==> config.mk <==
export PLATFORM = sky130hd
export DESIGN_NAME = dmem_port
export DESIGN_NICKNAME = d
export VERILOG_FILES = /design/src/rtl/dmem_port.sv
export SDC_FILE = /design/constraint.sdc
export NUM_CORES = 1
export LEC_CHECK = 0
export ABC_CLOCK_PERIOD_IN_PS = 2000
export BUFFER_PORTS_ARGS = -buffer_cell sky130_fd_sc_hd__clkbuf_2
export CORE_MARGIN = 8
export CORE_UTILIZATION = 40
export CTS_BUF_LIST = sky130_fd_sc_hd__clkbuf_4
export DETAILED_ROUTE_END_ITERATION = 8
export PLACE_DENSITY = 0.74
export SLEW_MARGIN = 20
export SYNTH_ARGS = -nofsm -noshare
export SYNTH_HDL_FRONTEND = slang
export SYNTH_SLANG_ARGS = --single-unit
==> constraint.sdc <==
create_clock -name clk -period 2 [get_ports clk]
set_clock_uncertainty 0.2 [all_clocks]
set_input_delay 0.3 -clock clk [delete_from_list [all_inputs] [get_ports clk]]
set_output_delay 0.3 -clock clk [all_outputs]
set_load 0.02 [all_outputs]
==> src/rtl/dmem_port.sv <==
// rtl/dmem_port.sv - LSU data-memory port: ctrl-to-strobe decode, req/gnt/rvalid bus, one outstanding access
// Optional WAIT timeout enabled by defining DMEM_TIMEOUT_EN.
module dmem_port #(
  parameter int TIMEOUT = 255
) (
  input  logic        clk,
  input  logic        rst_n,
  input  logic        req_valid,
  output logic        req_ready,
  input  logic        req_we,
  input  logic [31:0] req_addr,
  input  logic [4:0]  req_ctrl,
  input  logic [31:0] req_wdata,
  output logic        mem_req,
  input  logic        mem_gnt,
  output logic        mem_we,
  output logic [31:0] mem_addr,
  output logic [3:0]  mem_be,
  output logic [31:0] mem_wdata,
  input  logic        mem_rvalid,
  input  logic [31:0] mem_rdata,
  output logic        rsp_valid,
  output logic [31:0] rsp_rdata,
  output logic        rsp_err
);

  typedef enum logic [1:0] {IDLE, REQ, WAIT, ERR} state_t;

  state_t      state_q, state_d;
  logic        we_q, we_d;
  logic [31:0] addr_q, addr_d;
  logic [3:0]  be_q, be_d;
  logic [31:0] wdata_q, wdata_d;
  logic        rsp_valid_q, rsp_valid_d;
  logic        rsp_err_q, rsp_err_d;
  logic [31:0] rsp_rdata_q, rsp_rdata_d;
  logic [3:0]  dec_be;
  logic        dec_ok;
  logic        tmo_hit;

  // funct3[2] only marks unsigned loads, so strobes depend on funct3[1:0] alone
  always_comb begin
    dec_be = 4'b0000;
    dec_ok = 1'b0;
    case (req_ctrl[3:2])
      2'b00: begin
        dec_be = 4'b0001 << req_ctrl[1:0];
        dec_ok = 1'b1;
      end
      2'b01: begin
        if (req_ctrl[1:0] == 2'b00) begin
          dec_be = 4'b0011;
          dec_ok = 1'b1;
        end else if (req_ctrl[1:0] == 2'b10) begin
          dec_be = 4'b1100;
          dec_ok = 1'b1;
        end
      end
      2'b10: begin
        if (!req_ctrl[4] && req_ctrl[1:0] == 2'b00) begin
          dec_be = 4'b1111;
          dec_ok = 1'b1;
        end
      end
      default: ;
    endcase
  end

`ifdef DMEM_TIMEOUT_EN
  localparam int CW = (TIMEOUT > 255) ? $clog2(TIMEOUT + 1) : 8;
  logic [CW-1:0] tmo_q, tmo_d;
  logic          unused_ok;

  assign unused_ok = ^req_addr[1:0];
  assign tmo_hit   = (tmo_q == CW'(TIMEOUT - 1));

  always_comb begin
    tmo_d = '0;
    if (state_q == WAIT) tmo_d = tmo_q + 1'b1;
  end

  always_ff @(posedge clk or negedge rst_n) begin
    if (!rst_n) tmo_q <= '0;
    else        tmo_q <= tmo_d;
  end
`else
  logic unused_ok;

  assign unused_ok = ^req_addr[1:0] ^ (TIMEOUT == 0);
  assign tmo_hit   = 1'b0;
`endif

  // A response pulse still blocks acceptance so the next access starts a cycle after it
  assign req_ready = (state_q == IDLE) && !rsp_valid_q;

  always_comb begin
    state_d     = state_q;
    we_d        = we_q;
    addr_d      = addr_q;
    be_d        = be_q;
    wdata_d     = wdata_q;
    rsp_valid_d = 1'b0;
    rsp_err_d   = 1'b0;
    rsp_rdata_d = '0;
    case (state_q)
      IDLE: begin
        if (req_valid && req_ready) begin
          we_d    = req_we;
          addr_d  = {req_addr[31:2], 2'b00};
          be_d    = dec_be;
          wdata_d = req_we ? req_wdata : 32'h0;
          if (dec_ok) begin
            state_d = REQ;
          end else begin
            state_d     = ERR;
            rsp_valid_d = 1'b1;
            rsp_err_d   = 1'b1;
          end
        end
      end
      REQ: begin
        if (mem_gnt) state_d = WAIT;
      end
      WAIT: begin
        if (mem_rvalid) begin
          state_d     = IDLE;
          rsp_valid_d = 1'b1;
          rsp_rdata_d = we_q ? 32'h0 : mem_rdata;
        end else if (tmo_hit) begin
          state_d     = ERR;
          rsp_valid_d = 1'b1;
          rsp_err_d   = 1'b1;
        end
      end
      ERR: state_d = IDLE;
      default: state_d = IDLE;
    endcase
  end

  always_ff @(posedge clk or negedge rst_n) begin
    if (!rst_n) begin
      state_q     <= IDLE;
      we_q        <= 1'b0;
      addr_q      <= '0;
      be_q        <= '0;
      wdata_q     <= '0;
      rsp_valid_q <= 1'b0;
      rsp_err_q   <= 1'b0;
      rsp_rdata_q <= '0;
    end else begin
      state_q     <= state_d;
      we_q        <= we_d;
      addr_q      <= addr_d;
      be_q        <= be_d;
      wdata_q     <= wdata_d;
      rsp_valid_q <= rsp_valid_d;
      rsp_err_q   <= rsp_err_d;
      rsp_rdata_q <= rsp_rdata_d;
    end
  end

  // Bus outputs decode from state so an async reset drops mem_req immediately
  assign mem_req   = (state_q == REQ);
  assign mem_we    = mem_req & we_q;
  assign mem_addr  = mem_req ? addr_q : 32'h0;
  assign mem_be    = mem_req ? be_q : 4'h0;
  assign mem_wdata = mem_req ? wdata_q : 32'h0;

  assign rsp_valid = rsp_valid_q;
  assign rsp_err   = rsp_err_q;
  assign rsp_rdata = rsp_rdata_q;

endmodule

Word level (Yosys, flattened, before mapping). Cells that the tools add are included.

Register bits: 103. Output and inout port bits: 105. Word-level logic and storage cells: 54.

Equality and inequality tests: 9. Shifts and indexed selects: 1. Mux-type cells: 25. Bitwise operators: 1. Reduce and logical (&&, ||, !) cells: 10.

Operators with widths (number): $mux W32 (6); $mux W4 (4); $pmux W4 S3 (1); $eq A2 B2 Y1 const B (4); $mux W2 (4); $pmux W2 S4 (1); $mux W1 (7); $logic_not A2 Y1 (3); $eq A2 B1 Y1 const B (2); $ne A2 B1 Y1 const B (2); $shl A1 B2 Y4 const A (1); $logic_and A1 B1 Y1 (3); $pmux W1 S3 (1); $reduce_and A3 Y1 (1); $logic_not A1 Y1 (2); $ne A2 B2 Y1 const B (1); $pmux W1 S2 (1); $reduce_and A2 Y1 (1); $and A1 B1 Y1 (1).

Logic depth before layout (Yosys ltp). Gate-level depths: netlist (run 1).

Depth in word-level cells: 7. Mapped depth: 6.

Worst setup path after synthesis (run 1). OpenSTA, ideal clock, no wires.

Path type: flip-flop to flip-flop. From: register rsp_valid_q (netlist: rsp_valid). To: register addr_q[24]. Library setup time: 0.125 ns. Arrival time: 1.685 ns. Required time: 1.675 ns. Path slack: -0.010 ns. Stages on the path, launching flop included: 6. Path buffers: 3. Period minus slack after synthesis: 2.010 ns. Cell sequence: dfrtp_1 or4b_4 buf_6 buf_6 buf_6 mux2_4.

Cells in the longest elaborated chain, start to end: 4.

RTL lines: from (decl) (line 34) `logic rsp_valid_q, rsp_valid_d;`; from (signal assigned) (line 156) `rsp_valid_q <= rsp_valid_d;`; $logic_not A1 Y1 (line 94) `assign req_ready = (state_q == IDLE) && !rsp_valid_q;`; $logic_and A1 B1 Y1 (line 94); $logic_and A1 B1 Y1 (line 107) `if (req_valid && req_ready) begin`; $reduce_and A2 Y1 (no source line); to (signal assigned) (line 153) `addr_q <= addr_d;`; to (decl) (line 31) `logic [31:0] addr_q, addr_d;`.

No other way between the ends. A chain may end at the register's enable or synchronous reset.

Final worst setup path (run 1).
From: register state_q[1]. To: output port mem_wdata[6].

Cells in the longest elaborated chain, start to end: 2.

RTL lines: from (decl) (line 29) `state_t state_q, state_d;`; from (signal assigned) (line 151) `state_q <= state_d;`; $eq A2 B1 Y1 (line 163) `assign mem_req = (state_q == REQ);`; $mux W32 (line 167) `assign mem_wdata = mem_req ? wdata_q : 32'h0;`; to (decl) (line 19) `output logic [31:0] mem_wdata,`.

No other way between the ends.

==> results of run 1 <==
-- synthesized netlist by cell type --
cell type	n	area [um2]
and2_1	99	619
nor3_1	1	5.00
a21oi_1	1	5.00
buf_4	2	15.0
buf_2	2	10.0
nor2b_1	2	12.5
conb_1	1	3.75
or4b_4	1	13.8
nor2_1	6	22.5
nand3b_1	1	7.51
a22oi_1	1	7.51
mux2_4	7	105
or3b_2	1	8.76
nor4_1	1	6.26
nor3_2	1	10.0
dfrtp_1	103	2580
xor2_1	1	8.76
a221o_1	1	10.0
buf_6	3	33.8
nand2_1	67	251
a22o_1	2	17.5
o41ai_2	1	16.3
nand2b_1	2	12.5
o21ai_0	33	165
o21bai_1	1	7.51
clkbuf_1	21	78.8
mux2_2	24	270
inv_1	1	3.75
o2bb2ai_1	1	8.76
-- registers in the layout (all words and copies together) (netlist names) --
name and cells:
addr_q 30, be_q 4, rsp_err 1, rsp_rdata 32, rsp_valid 1, state_q 2, wdata_q 32, we_q 1
-- where the power goes --
group	switching, uW	internal [uW]
registers	415	2840
clock network	666	518
logic	1930	2270
-- worst max-delay path: cells and delay by family (launching register included) --
kind / cells / cell delay, ns
buffers and inverters: 4 / 0.59
flip-flops: 1 / 0.41
AND/OR/NAND/NOR: 2 / 0.28
-- per-stage QoR --
| step | instances | instance area [um2] | utilization (%) | setup WS, ns |
|---|---|---|---|---|
| floorplan | 389 | 4320 | - | 0.00985 |
| global placement | 715 | 5520 | 51.6 | 0.151 |
| detailed placement | 715 | 5520 | 51.6 | 0.118 |
| CTS | 832 | 7190 | 67.2 | -0.238 |
| global route | 839 | 7520 | 70.3 | -0.297 |
| finish | 839 | 7520 | 70.3 | -0.209 |
-- routing by layer --
layer | vias to the layer above | track usage (%)
met5 | - | 0
met4 | 0 | 9.52
met3 | 35 | 7.05
met2 | 175 | 34.8
met1 | 1872 | 20.6
li1 | 1844 | -
-- worst min path at each step --
stage / endpoint / startpoint / cells after the start
finish: be_q[0] / req_ctrl[2] / 4
detailed placement: rsp_rdata[10] / rst_n / 2
CTS: be_q[0] / req_ctrl[2] / 4
floorplan: addr_q[10] / rst_n / 0
global placement: rsp_rdata[3] / rst_n / 2
global route: be_q[0] / req_ctrl[2] / 4
-- cells in the final DEF (no fill, tap or decap), types with 6 or more instances in the layout --
cell	instances
clkbuf_2	138
dfrtp_1	102
dlygate4sd3_1	101
nand2_1	67
and2_1	56
and2_4	43
buf_8	36
o21ai_0	33
mux2_2	24
clkbuf_8	19
buf_6	13
clkbuf_4	10
mux2_4	7
nor2_1	6
buf_4	6
buf_12	6
-- what timing repair did --
| item | 4_1_cts | 5_1_grt |
|---|---|---|
| endpoints found under the setup margin | 68 | 68 |
| endpoints found under the hold margin | 202 | 0 |
| buffers inserted | 0 | 2 |
| resized for setup | 117 | 109 |
| hold buffers | 101 | 0 |
| pin swaps | 0 | 9 |
| cloned | 0 | 5 |
-- area by class of cell --
| type | instances | area, um2 |
|---|---|---|
| flip-flops and latches | 103 | 2580 |
| multi-input cells | 257 | 1710 |
| inverters | 1 | 3.75 |
| well taps | 140 | 175 |
| repair buffers | 322 | 2890 |
| clock inverters | 6 | 85.1 |
| fillers | 726 | 3180 |
| clock buffers | 10 | 75.1 |
-- kinds of logic after synthesis --
family / share of synthesized area (%)
other: 0.0869
buffers and inverters: 3.28
DFF: 59.7
AOI/OAI and AO/OA: 5.51
and+or+nand+nor: 22.5
muxes: 8.70
xor gates and xnor gates: 0.203
==> reports/metrics.yaml, run 1 <==
cap_viol_max_count: 0
cts_buffers: 9
synth_cells: 388
outcome: "finished, violations left"
worst_ep_arrival_time_ns: 1.71
cts_tree: "done"
num_vias: 3926
clk_pin_slew_ns: 0.15
area_growth_pct: 74.4
crit_path_frequent_cell: "buf_6"
dr_wl_met3_mm: 1.15
ys_seq_elements: 103
diodes: 0
setup_violations: 68
grt_pass1_wl_mm: 22.5
wl_per_cell_um: 17.9
syn_area_um2: 4310
worstReg2RegStart: "rsp_valid"
endpoint_kind: "primary output"
crit_end: "mem_wdata[6]"
rsz0062_at_grt: "true"
fmax_ghz: 0.453
clock_path_buffers: 2
holdCritPathClass: "primary input to flip-flop"
design.core.area_um2: 10700
fin_setup_tns_ns: -11.24
crit_path_max_incr_delay_ns: 0.41
crit_fanout: 10
overflow: 0
cts-root-buf: "clkbuf_4"
period_needed_ns: 2.21
required_ns: 1.50
fin_crit_sh_pct: 110
crit_chain: "buf_6 -> nor2b_4 -> buf_12 -> buf_6 -> and2_1 -> clkbuf_8"
nets: 801
hpwlAfterDp_mm: 8.39
slew_headroom_pct: 56.0
drive_gt1_share_pct: 45.2
cts_max_level: 3
startpoint: "state_q[1]"
wl_met2_mm: 7.77
ys_seq_area_share_pct: 59.7
synth.distinct_cells: 29
start_util_pct: 40.3
worstSetupPathType: "flip-flop to primary output"
viasPerCell: 4.68
setup_ws_ns: -0.209
r2r_slack_ns: 0.10
drt_pass1_iterations: 4
slowest_stage: "dfrtp_1"
io_pins: 212
drtAntennaViolNets: 0
pwr_density_cell_nw_per_um2: 1150
ir_worst_vdd_v: 0.000601
hold-worst-slack_ns: 0.0481
gp_congestion: 0.777
worst_pin_slew_ns: 0.660
cts.sinks: 103
synth_warnings: 0
finalMaxSlewViolations: 0
p_total_uw: 8640
r2r_end: "state_q[1]"
violations: "setup timing"
die_h_um: 120
grt_usage_pct: 19.8
die_w_um: 120
port_buffers: 207
fp-row-count: 38
hold_viol: 0
insertion_delay_ns: 0.43
grt_pass1_vias: 4337
wl_met1_mm: 5.64
reg2regPathDepth: 4
grt_max_degree: 104
highest_layer: "met4"
drt_iter0_drc: 183
p_leak_uw: 0.00379
die_area_um2: 14400
grt_antenna_before_repair: 0
syn_avg_cell_area_um2: 11.1
drt_wl_total_mm: 15.0
start_kind: "flip-flop"
drc: 0
Power figures use the tool's default switching activity.
==> run 2: changes to the inputs <==
==> constraint.sdc (replaced) <==
create_clock -name clk -period 2 [get_ports clk]
set_clock_uncertainty 0.2 [all_clocks]
set_input_delay 0.1 -clock clk [delete_from_list [all_inputs] [get_ports clk]]
set_output_delay 0.1 -clock clk [all_outputs]
set_load 0.02 [all_outputs]
==> reports/metrics.yaml, run 2 (synthesis gave the netlist of run 1 again) <==
comb_power_share_pct: 52.7  # was 48.6%
cts_tree: "done"  # unchanged
clkPwrFrac_pct: 10.5  # was 13.7%
fmax_ghz: 0.491  # was 0.453 GHz
slowest_stage: "dfrtp_1"  # unchanged
die_area_um2: 14400  # unchanged
dpl_worst_slack_ns: 0.0838  # was 0.118 ns
cap_viol_max_count: 0  # unchanged
drt_iter0_drc: 267  # was 183
drive_gt1_share_pct: 48.0  # was 45.2%
nets: 814  # was 801
finalMaxSlewViolations: 0  # unchanged
setup_violations: 31  # was 68
cts_max_level: 3  # unchanged
wl_per_cell_um: 19.7  # was 17.9 um
p_seq_share_pct: 36.8  # was 37.7%
cts-root-buf: "clkbuf_4"  # unchanged
start_kind: "flip-flop"  # unchanged
die_h_um: 120  # unchanged
startpoint: "state_q[1]"  # unchanged
violations: "setup timing"  # unchanged
layout_commonest_cell: "clkbuf_2"  # unchanged
most-common-layout-cells: "clkbuf_2 (139), dlygate4sd3_1 (106), dfrtp_1 (102)"  # was clkbuf_2 (138), dfrtp_1 (102), dlygate4sd3_1 (101)
reg2regPathDepth: 3  # was 4
final_cell_area_um2: 7760  # was 7520 um2
die_w_um: 120  # unchanged
fp-row-count: 38  # unchanged
power.internal_uw: 5690  # was 5630 uW
hpwlAfterDp_mm: 8.61  # was 8.39 mm
drt_wl_total_mm: 16.9  # was 15.0 mm
cts.sinks: 103  # unchanged
worstReg2RegStart: "rsp_valid"  # unchanged
viasPerCell: 4.71  # was 4.68
endpoint_kind: "primary output"  # unchanged
drt_pass1_iterations: 5  # was 4
crit_chain: "buf_6 -> nor2b_4 -> buf_12 -> clkbuf_16 -> and2_4 -> buf_8"  # was buf_6 -> nor2b_4 -> buf_12 -> buf_6 -> and2_1 -> clkbuf_8
grt_pass1_wl_mm: 24.8  # was 22.5 mm
design.core.area_um2: 10700  # unchanged
postPlaceCellArea_um2: 5510  # was 5520 um2
worst_ep_arrival_time_ns: 1.74  # was 1.71 ns
cts_buffers: 9  # unchanged
ir_worst_vdd_v: 0.000622  # was 0.000601 V
area_growth_pct: 79.9  # was 74.4%
pwr_density_cell_nw_per_um2: 1150  # about the same
crit_fanout: 8  # was 10
clk_pin_slew_ns: 0.16  # was 0.15 ns
grt_usage_pct: 22.4  # was 19.8%
overflow: 0  # unchanged
holdCritPathClass: "primary input to asynchronous set/reset pin"  # was primary input to flip-flop
outcome: "finished, violations left"  # unchanged
switching_share_pct: 36.0  # was 34.8%
setup_ws_ns: -0.0359  # was -0.209 ns
n_fill_cell: 722  # was 726
grt_pass1_vias: 4582  # was 4337
r2r_slack_ns: 0.05  # was 0.10 ns
drc: 0  # unchanged
hold_viol: 0  # unchanged
insertion_delay_ns: 0.43  # about the same
period_needed_ns: 2.04  # was 2.21 ns
cp_top_family: "buffers and inverters"  # unchanged
start_util_pct: 40.3  # unchanged
worst_pin_slew_ns: 0.665  # was 0.660 ns
drtAntennaViolNets: 0  # unchanged
required_ns: 1.70  # was 1.50 ns
port_buffers: 207  # unchanged
clock_path_buffers: 2  # unchanged
finalNonFillerCells: 854  # was 839
p_switching_uw: 3210  # was 3010 uW
fin_crit_sh_pct: 102  # was 110%
grt_max_degree: 60  # was 104
worstSetupPathType: "flip-flop to primary output"  # unchanged
hold-worst-slack_ns: 0.0550  # was 0.0481 ns
io_pins: 212  # unchanged
multi_input_area_um2: 1760  # was 1710 um2
rsz0062_at_grt: "true"  # unchanged
p_leak_uw: 0.00391  # was 0.00379 uW
dp_cells: 716  # was 715
crit_buf_inv: 4  # unchanged
crit_path_max_incr_delay_ns: 0.42  # was 0.41 ns
regArea_um2: 2580  # unchanged
grt_antenna_before_repair: 2  # was 0
slew_headroom_pct: 55.7  # was 56.0%
r2r_end: "addr_q[27]"  # was state_q[1]
gp_congestion: 0.746  # was 0.777
num_vias: 4024  # was 3926
## run 2: area by class of cell
| cell class | count | share of cell area, % |
|---|---|---|
| antenna | 2 | 0.0645 |
| clock buffer | 11 | 1.06 |
| clock inverter | 5 | 0.339 |
| inverter | 1 | 0.0484 |
| multi-input combinational | 257 | 22.7 |
| sequential | 103 | 33.2 |
| tap | 140 | 2.26 |
| timing repair buffer | 335 | 40.3 |
## run 2: power by group through the flow
stage                     registers [uW]  logic, uW  clock network, uW
final                               3270       4690                936
after global routing                3360       4970               1060
after CTS                           3210       4140                976
after detailed placement            3230       2900                  0
after global placement              3180       2810                  0
after floorplan                     3210       1880                  0
## run 2: worst reg2reg max path, cell delays in order (launching register included)
cell,delay [ns]
dfrtp_2,0.44
or4b_4,0.65
buf_12,0.23
mux2_4,0.33
## run 2: through the flow
stage	power, uW	util [%]	setup TNS [ns]
after global placement	5980	51.5	0
final	8900	72.5	-0.327
after global routing	9390	72.5	-6.91
after floorplan	5090	-	0
after CTS	8330	70.4	-2.43
after detailed placement	6130	51.5	0
## run 2: worst max path at each step
stage	slack [ns]	endpoint	cells past startpoint
final	-0.04	mem_addr[6]	6
after global routing	-0.14	mem_addr[6]	6
after CTS	-0.06	mem_addr[20]	6
after detailed placement	0.08	addr_q[27]	3
after global placement	0.12	addr_q[28]	3
after floorplan	0.01	addr_q[24]	5
## run 2: layer usage
metal  routed length [um]  vias to the layer above  share of wire [%]  track usage [%]
met1                 5870                     1925                 35             21.5
li1                     -                     1881                  -                -
met4                  553                        0                3.3             11.7
met2                 8990                      176                 53             40.9
met3                 1450                       42                8.6             8.45
met5                    0                        -                  0                0
## run 2: timing repair
item | CTS | global route
endpoints found under the hold margin | 205 | 0
buffers inserted | 5 | 0
gates resized for setup | 165 | 85
hold buffers | 107 | 0
setup endpoints to repair | 67 | 68
gates cloned | 5 | 3
pin swaps | 6 | 22
